### src/rtl/op_build_sequencer.sv
// op_build_sequencer: walks the op builder register stage through one G-code
// line at a time. Tokens from the parser arrive one per cycle and are turned
// into builder strobes. The seen-mask catches repeated fields and reserved
// tokens. The finished op is handed to motion with op_valid/op_ready.
//
// Optional feature: define OP_SEQ_MODAL_CMD_EN to let a line that has
// arguments but no command reuse the last G00-G03 command.
//
// Widths normally come from common.svh. The fallbacks below keep this file
// self-contained when it is built on its own.

`ifndef OP_CMD_BITS
`define OP_CMD_BITS 8
`endif
`ifndef OP_ARG_BITS
`define OP_ARG_BITS 16
`endif
`ifndef OP_FLAGS_BITS
`define OP_FLAGS_BITS 4
`endif

module op_build_sequencer (
  input  logic                      clk,
  input  logic                      reset,
  input  logic                      clk_en,
  input  logic                      tok_valid,
  output logic                      tok_ready,
  input  logic [2:0]                tok_type,
  input  logic [`OP_ARG_BITS-1:0]   tok_value,
  output logic                      b_zero,
  output logic [`OP_CMD_BITS-1:0]   b_cmd,
  output logic [`OP_ARG_BITS-1:0]   b_arg,
  output logic [`OP_FLAGS_BITS-1:0] b_flags,
  output logic                      b_set_cmd,
  output logic                      b_set_arg_1,
  output logic                      b_set_arg_2,
  output logic                      b_set_arg_3,
  output logic                      b_set_arg_4,
  output logic                      b_set_flags,
  output logic                      op_valid,
  input  logic                      op_ready,
  output logic                      err,
  output logic [7:0]                err_cnt
);

  localparam logic [2:0] TOK_CMD   = 3'd0;
  localparam logic [2:0] TOK_X     = 3'd1;
  localparam logic [2:0] TOK_Y     = 3'd2;
  localparam logic [2:0] TOK_I     = 3'd3;
  localparam logic [2:0] TOK_J     = 3'd4;
  localparam logic [2:0] TOK_FLAGS = 3'd5;
  localparam logic [2:0] TOK_EOL   = 3'd6;
  localparam logic [2:0] TOK_RSVD  = 3'd7;

  localparam logic [`OP_CMD_BITS-1:0] CMD_G02 = `OP_CMD_BITS'(2);
  localparam logic [`OP_CMD_BITS-1:0] CMD_G03 = `OP_CMD_BITS'(3);

  typedef enum logic [1:0] {
    ST_CLEAR,
    ST_COLLECT,
    ST_EMIT,
    ST_DISCARD
  } state_t;

  state_t                  state;
  logic [5:0]              seen_mask;
  logic [`OP_CMD_BITS-1:0] line_cmd;

  logic       accept;
  logic       in_collect;
  logic       is_eol;
  logic       is_rsvd;
  logic [5:0] field_bit;
  logic       dup_field;
  logic       has_ij;
  logic       cmd_ok;
  logic       fill_cmd;
  logic       ij_bad;
  logic       field_ok;
  logic       eol_good;
  logic       eol_bad;
  logic       tok_bad;
  logic [`OP_CMD_BITS-1:0] eff_cmd;

  assign tok_ready  = clk_en && ((state == ST_COLLECT) || (state == ST_DISCARD));
  assign accept     = tok_valid && tok_ready;
  assign in_collect = accept && (state == ST_COLLECT);
  assign is_eol     = (tok_type == TOK_EOL);
  assign is_rsvd    = (tok_type == TOK_RSVD);
  assign field_bit  = (tok_type <= TOK_FLAGS) ? (6'b000001 << tok_type) : 6'b000000;
  assign dup_field  = |(seen_mask & field_bit);
  assign has_ij     = seen_mask[TOK_I] || seen_mask[TOK_J];

`ifdef OP_SEQ_MODAL_CMD_EN
  logic [`OP_CMD_BITS-1:0] modal_cmd;
  logic                    modal_load;
  localparam logic [`OP_ARG_BITS-1:0] MODAL_MAX = `OP_ARG_BITS'(3);

  assign fill_cmd   = !seen_mask[TOK_CMD] && (|seen_mask[4:1]);
  assign cmd_ok     = seen_mask[TOK_CMD] || fill_cmd;
  assign eff_cmd    = seen_mask[TOK_CMD] ? line_cmd : modal_cmd;
  assign modal_load = field_ok && (tok_type == TOK_CMD) && (tok_value <= MODAL_MAX);
  assign b_cmd      = (fill_cmd && is_eol) ? modal_cmd : tok_value[`OP_CMD_BITS-1:0];

  // Remember the last motion command (G00-G03) across lines.
  always_ff @(posedge clk) begin
    if (reset) begin
      modal_cmd <= '0;
    end else if (clk_en && modal_load) begin
      modal_cmd <= tok_value[`OP_CMD_BITS-1:0];
    end
  end
`else
  assign fill_cmd = 1'b0;
  assign cmd_ok   = seen_mask[TOK_CMD];
  assign eff_cmd  = line_cmd;
  assign b_cmd    = tok_value[`OP_CMD_BITS-1:0];
`endif

  assign ij_bad   = has_ij && !((eff_cmd == CMD_G02) || (eff_cmd == CMD_G03));
  assign field_ok = in_collect && !is_eol && !is_rsvd && !dup_field;
  assign tok_bad  = in_collect && !is_eol && (is_rsvd || dup_field);
  assign eol_good = in_collect && is_eol && cmd_ok && !ij_bad;
  assign eol_bad  = in_collect && is_eol && !(cmd_ok && !ij_bad);
  assign err      = tok_bad || eol_bad;

  assign b_zero      = clk_en && (state == ST_CLEAR);
  assign b_arg       = tok_value;
  assign b_flags     = tok_value[`OP_FLAGS_BITS-1:0];
  assign b_set_cmd   = (field_ok && (tok_type == TOK_CMD)) || (eol_good && fill_cmd);
  assign b_set_arg_1 = field_ok && (tok_type == TOK_X);
  assign b_set_arg_2 = field_ok && (tok_type == TOK_Y);
  assign b_set_arg_3 = field_ok && (tok_type == TOK_I);
  assign b_set_arg_4 = field_ok && (tok_type == TOK_J);
  assign b_set_flags = field_ok && (tok_type == TOK_FLAGS);

  // Line sequencing FSM, per-line field tracking and the rejected-line counter.
  always_ff @(posedge clk) begin
    if (reset) begin
      state     <= ST_CLEAR;
      seen_mask <= '0;
      line_cmd  <= '0;
      op_valid  <= 1'b0;
      err_cnt   <= '0;
    end else if (clk_en) begin
      if (err && (err_cnt != 8'hFF)) begin
        err_cnt <= err_cnt + 8'd1;
      end
      case (state)
        ST_CLEAR: begin
          seen_mask <= '0;
          line_cmd  <= '0;
          state     <= ST_COLLECT;
        end
        ST_COLLECT: begin
          if (field_ok) begin
            seen_mask <= seen_mask | field_bit;
            if (tok_type == TOK_CMD) begin
              line_cmd <= tok_value[`OP_CMD_BITS-1:0];
            end
          end
          if (eol_good) begin
            state    <= ST_EMIT;
            op_valid <= 1'b1;
          end else if (eol_bad) begin
            state <= ST_CLEAR;
          end else if (tok_bad) begin
            state <= ST_DISCARD;
          end
        end
        ST_EMIT: begin
          if (op_ready) begin
            state    <= ST_CLEAR;
            op_valid <= 1'b0;
          end
        end
        ST_DISCARD: begin
          if (accept && is_eol) begin
            state <= ST_CLEAR;
          end
        end
        default: begin
          state <= ST_CLEAR;
        end
      endcase
    end
  end

endmodule

### config.mk
export PLATFORM = sky130hd
export DESIGN_NAME = op_build_sequencer
export DESIGN_NICKNAME = d
export VERILOG_FILES = /design/src/rtl/op_build_sequencer.sv
export SDC_FILE = /design/constraint.sdc
export NUM_CORES = 1
export LEC_CHECK = 0
export ABC_AREA = 1
export ABC_CLOCK_PERIOD_IN_PS = 1560
export CAP_MARGIN = 20
export CORE_ASPECT_RATIO = 1.2
export CORE_MARGIN = 2
export CORE_UTILIZATION = 35
export CTS_BUF_LIST = sky130_fd_sc_hd__clkbuf_8
export CTS_CLUSTER_DIAMETER = 100
export DETAILED_ROUTE_END_ITERATION = 10
export GPL_TIMING_DRIVEN = 1
export HOLD_SLACK_MARGIN = 0.03
export MAX_ROUTING_LAYER = met4
export PLACE_DENSITY = 0.68
export RECOVER_POWER = 100
export SYNTH_ARGS = -nofsm -noshare
export SYNTH_HDL_FRONTEND = slang
export SYNTH_SLANG_ARGS = --single-unit
### constraint.sdc
create_clock -name clk -period 1.56 [get_ports clk]
set_input_delay 0.234 -clock clk [delete_from_list [all_inputs] [get_ports clk]]
set_output_delay 0.234 -clock clk [all_outputs]
set_load 0.005 [all_outputs]
== After elaboration in Yosys (flattened, before gate mapping) ==
Cells that the tools add are included.
Word-level totals
  bits of input ports: 24
  bits in registers: 25
  word-level logic and storage cells: 87
  output and inout port bits: 46
Operators by class
  shift operators: 1
  equality and inequality tests: 19
  magnitude comparators: 1
  add/sub/neg operators: 1
  reduce and logical (&&, ||, !) cells: 43
  bitwise operators: 2
  multiplexer cells: 15
Operators with widths (count)
  $logic_and 1x1->1: 22
  $eq 8x2->1 const B: 2
  $mux 8: 2
  $pmux 8 s2: 1
  $eq 3x3->1 const B: 4
  $mux 6: 2
  $pmux 6 s2: 1
  $reduce_and 4->1: 3
  $mux 2: 5
  $add 8x1->8 const B: 1
  $ne 8x8->1 const B: 1
  $pmux 2 s4: 1
  $and 6x6->6: 1
  $eq 3x2->1 const B: 2
  $logic_not 1->1: 6
  $ne 2x2->1 const B: 3
  $or 6x6->6: 1
  $reduce_or 6->1: 1
  $shl 1x3->6 const A: 1
  $logic_or 1x1->1: 5
  $eq 2x2->1 const B: 2
  $ne 2x1->1 const B: 2
  $ne 4x4->1 const B: 1
  $reduce_bool 2->1: 2
  other kinds (9): 10

== Depth between registers and ports, before layout ==
  depth in word-level cells: 11
  gate-level depth with buffers: 12
  gate-level depth less buffers: 11

== Worst setup path before layout ==
Ideal clock, no wire load.
  path kind: register to register
  from: reg err_cnt[0]
  to: reg err_cnt[3]
  setup time: 0.070 ns
  clock period less this slack: 1.454 ns
  stages on the path, launching flop included: 7
  data required time: 1.490 ns
  arrival time: 1.384 ns
  buffers on the path: 0
  slack: 0.106 ns
  cells stage by stage: dfxtp_1 -> ha_1 -> nand4_1 -> nand3b_2 -> nand2_1 -> nand2_1 -> a21oi_1
Between the ends
  cells in the longest elaborated chain, start to end: 3
  elaborated cells between the ends (all ways): 4
  classes of those cells: 1 x add/sub; 1 x eq/ne; 2 x reduce/logical
RTL lines
  from (decl): line 43  | output logic [7:0] err_cnt
  from (signal assigned): line 147  | err_cnt <= err_cnt + 8'd1;
  branches (longest 3 deep; another with $add 8x1->8)
Several ways; the timed one is not identified.
A chain may end at the register's enable or synchronous reset.

== Final worst setup path ==
  from: reg state[0]
  to: out b_set_arg_4
Between the ends
  cells in the longest elaborated chain, start to end: 9
  elaborated cells between the ends (all ways): 10
  classes of those cells: 2 x eq/ne; 8 x reduce/logical
RTL lines
  from (decl): line 65  | state_t state;
  from (signal assigned): line 140  | state <= ST_CLEAR;
  from (signal assigned): line 153  | state <= ST_COLLECT;
  from (signal assigned): line 163  | state <= ST_EMIT;
  $eq 2x1->1 / $eq 2x2->1 (equally long branches): line 85, 87
  $logic_or 1x1->1: line 85  | assign tok_ready = clk_en && ((state == ST_COLLECT) || (state == ST_DISCARD));
  $logic_and 1x1->1: line 85
  $logic_and 1x1->1: line 86  | assign accept = tok_valid && tok_ready;
  $logic_and 1x1->1 (*): line 87  | assign in_collect = accept && (state == ST_COLLECT);
  $logic_and 1x1->1 (*) (3 in a row): line 121  | assign field_ok = in_collect && !is_eol && !is_rsvd && !dup_field;
  $logic_and 1x1->1 (*): line 134  | assign b_set_arg_4 = field_ok && (tok_type == TOK_J);
  to (decl): line 38  | output logic b_set_arg_4,
Every way passes the cells marked *; elsewhere a longest branch is shown, timed or not.

==> results.rst <==
.. list-table::
   :header-rows: 1

   * - Metric
     - Value
   * - Vias
     - 1774
   * - Via density per instance
     - 4.79
   * - CTS hold repair buffers
     - 0
   * - Wire length of the first global-routing pass
     - 6730 µm
   * - Violated checks
     - setup timing
   * - Commonest non-fill, non-tap cells in the layout
     - 47 x buf_4, 34 x nand2_1, 34 x clkdlybuf4s50_1
   * - Clock tree from TritonCTS
     - built
   * - Share of power burned in registers
     - 37.5%
   * - Post-synthesis sequential area ratio
     - 29.4%
   * - RSZ-0062 raised after global routing
     - yes
   * - Type of origin of the critical path
     - flip-flop
   * - Area added between synthesis and finish
     - 58.8%
   * - Clk sinks
     - 24
   * - Routability congestion estimate from global placement
     - 0.894
   * - CTS Buf Count
     - 3
   * - Unique cell type count in the Yosys netlist
     - 28
   * - Worst skew pair latency
     - 0.27 ns
   * - Net switching component of the power
     - 0.501 mW
   * - Post-layout power
     - 1.76 mW
   * - Largest net degree at the start of global routing
     - 15
   * - Most frequent standard cell in the layout excluding fill and tap cells
     - buf_4
   * - Setup skew after layout
     - 0.00536 ns
   * - Share of cells above drive strength 1
     - 39.4%
   * - Initial cell density of the core
     - 35.9%
   * - Crit path capture type
     - primary output
   * - Status
     - finished with violations
   * - Clk pwr share
     - 31.2%
   * - Final slew viol count
     - 0
   * - Number of H-tree levels
     - 1
   * - FFs w/ async S/R, synth
     - 0%
   * - Setup TNS after final layout
     - -1.62 ns
   * - Min Hold Slack
     - 0.339 ns
   * - Die span in y
     - 78.9 µm
   * - Max cap viols
     - 0
   * - Placed cell count
     - 356
   * - DR WL/cell
     - 11.8 µm
   * - Mapped Nets
     - 263
   * - Relative contribution of combinational cells to total power
     - 31.3%
   * - Vias in the first global route
     - 1594
   * - Routed Antenna Nets
     - 0
   * - Final standard cell count with taps included and fillers excluded
     - 370
   * - Power density over the cells
     - 679 mW/mm²
   * - Die W
     - 66.4 µm
   * - I/O pin cnt
     - 70
   * - Number of failing setup endpoints in the final timing report
     - 20
   * - Mapped Area
     - 0.00164 mm²
   * - Clock root buffer
     - clkbuf_8
   * - Detailed Route WL
     - 4350 µm
   * - Period minus WS final
     - 1.72 ns
   * - Leakage power
     - 1.19 nW
   * - Critical path peak fanout
     - 6
   * - Residual overflow from global routing
     - 0
   * - Final layout net count
     - 338
   * - First-iteration detailed-routing DRC count
     - 51
   * - Top FF cell, synth
     - dfxtp_1
   * - Cell internal pwr
     - 1.26 mW
   * - Clock transition at the registers of the reported paths
     - 0.09 ns
   * - Length of the first detailed-routing pass in iterations
     - 4
   * - Hold violation total from the final report
     - 0
   * - Critical path class
     - reg2out
   * - Diodes inserted
     - 0
   * - Slew of the pin with the lowest slew margin
     - 0.284 ns
   * - Worst slew margin relative to its limit
     - 81.0%
   * - Peak VDD IR
     - 0.442 mV
   * - Placeable core region
     - 0.00456 mm²
   * - Number of flip-flops and latches in the synthesized netlist
     - 24
   * - Mean Syn Cell Area
     - 6.87 µm²
   * - Port Buffer Count
     - 49
   * - Filler Cell Count
     - 422
   * - Post-detailed-placement half-perimeter wirelength
     - 2860 µm
   * - Overall fraction of global-route tracks in use
     - 16.3%
   * - Number of buffers on the longest clock path
     - 2
   * - Drc violations
     - 0
   * - Fmax
     - 580 MHz
   * - Yosys Warn Count
     - 0
   * - Sw frac
     - 28.4%
   * - Number of enable flip-flop cells after synthesis
     - 0
   * - Die area
     - 0.00524 mm²
   * - Worst setup slack after placement
     - -0.840 ns
   * - Worst Slack Setup Final
     - -0.163 ns
   * - Initial antenna violation count
     - 0
   * - Arrival time worst endpoint
     - 1.49 ns
   * - Period utilisation layout
     - 110%
   * - Mapped Cells
     - 238
   * - Class of the most critical hold timing path
     - in2reg
   * - Required time at the worst-slack endpoint
     - 1.33 ns
   * - Std cell rows
     - 27
[cell usage after synthesis (2+ instances only)]
| master | instances | area (µm²) |
|---|---|---|
| buf_4 | 32 | 240 |
| nand3_4 | 2 | 35.0 |
| nor4_1 | 3 | 18.8 |
| o21ai_0 | 3 | 15.0 |
| inv_1 | 23 | 86.3 |
| nand3_1 | 18 | 90.1 |
| dfxtp_1 | 24 | 480 |
| inv_4 | 2 | 12.5 |
| nand4_1 | 15 | 93.8 |
| nand2_1 | 54 | 203 |
| nor2_2 | 4 | 25.0 |
| a21oi_1 | 16 | 80.1 |
| nor2_4 | 3 | 33.8 |
| inv_2 | 3 | 11.3 |
| xor2_1 | 3 | 26.3 |
| clkbuf_1 | 2 | 7.51 |
| nor3_1 | 2 | 10.0 |
| xnor2_1 | 3 | 26.3 |
| nor2_1 | 17 | 63.8 |
[registers in the layout, indices dropped and copies added, names as in the netlist]
| name | count |
|---|---|
| err_cnt | 8 |
| eff_cmd | 7 |
| seen_mask | 6 |
| state | 2 |
| op_valid | 1 |
[cell type report]
class,count,area [µm²],area share (%)
clock buffers,3,41.3,1.59
clock inverters,1,30.0,1.16
inverters,28,110,4.24
multi-input cells,150,975,37.5
flip-flops and latches,24,484,18.6
well taps,58,72.6,2.79
repair buffers,106,885,34.1
[through the flow]
| stage | area [µm²] | util (%) |
|---|---|---|
| 2_1_floorplan | 1640 | - |
| 3_3_place_gp | 2290 | 50.3 |
| 6_report | 2600 | 57.0 |
| 4_1_cts | 2460 | 53.9 |
| 3_5_place_dp | 2290 | 50.3 |
| 5_1_grt | 2600 | 57.0 |
[critical path: stages, from the launching register on]
cell     delay, ns
dfxtp_2       0.34
nand2_2       0.05
nor2_2        0.09
inv_2         0.07
nor2_4        0.12
buf_6         0.11
nand3_4       0.10
nor4_2        0.18
buf_2         0.16
[worst paths after layout]
check              startpoint            to  slack, ns  depth (start not counted)
setup / recovery     state[0]   b_set_arg_4      -0.16                          8
hold / removal    tok_type[2]  seen_mask[4]       0.34                          3
setup reg to reg     state[0]    eff_cmd[4]      -0.09                         13
hold reg to reg      op_valid      op_valid       0.45                          2
[per-layer routing]
metal,vias up,wire length (µm),GRT usage [%]
met2,50,2270,28.4
met1,826,1820,19.1
met4,0,90,6.73
li1,890,-,-
met5,-,0,-
met3,8,171,1.27
[power by group through the flow]
stage               Sequential, mW  Combinational (mW)  Clock (mW)
floorplan                    0.673               0.301           0
global route                 0.665               0.609       0.583
global placement             0.673               0.482           0
finish                       0.661               0.551       0.550
detailed placement           0.674               0.485           0
CTS                          0.661               0.515       0.558
[what timing repair did]
item	in CTS	in global routing
resized for setup	57	45
buffers inserted	7	2
cloned	0	1
pin swaps	10	12
setup endpoints to repair	32	28
[cell families after synthesis]
logic type,after synthesis,share of synthesized area (%)
AND/OR/NAND/NOR,121,37.0
AO/OA/AOI/OAI,22,7.19
adder cells (fa/ha/maj),1,0.765
buffers and inverters,64,22.4
flip-flops,24,29.4
XOR/XNOR,6,3.21
(Power assumes the default switching activity.)
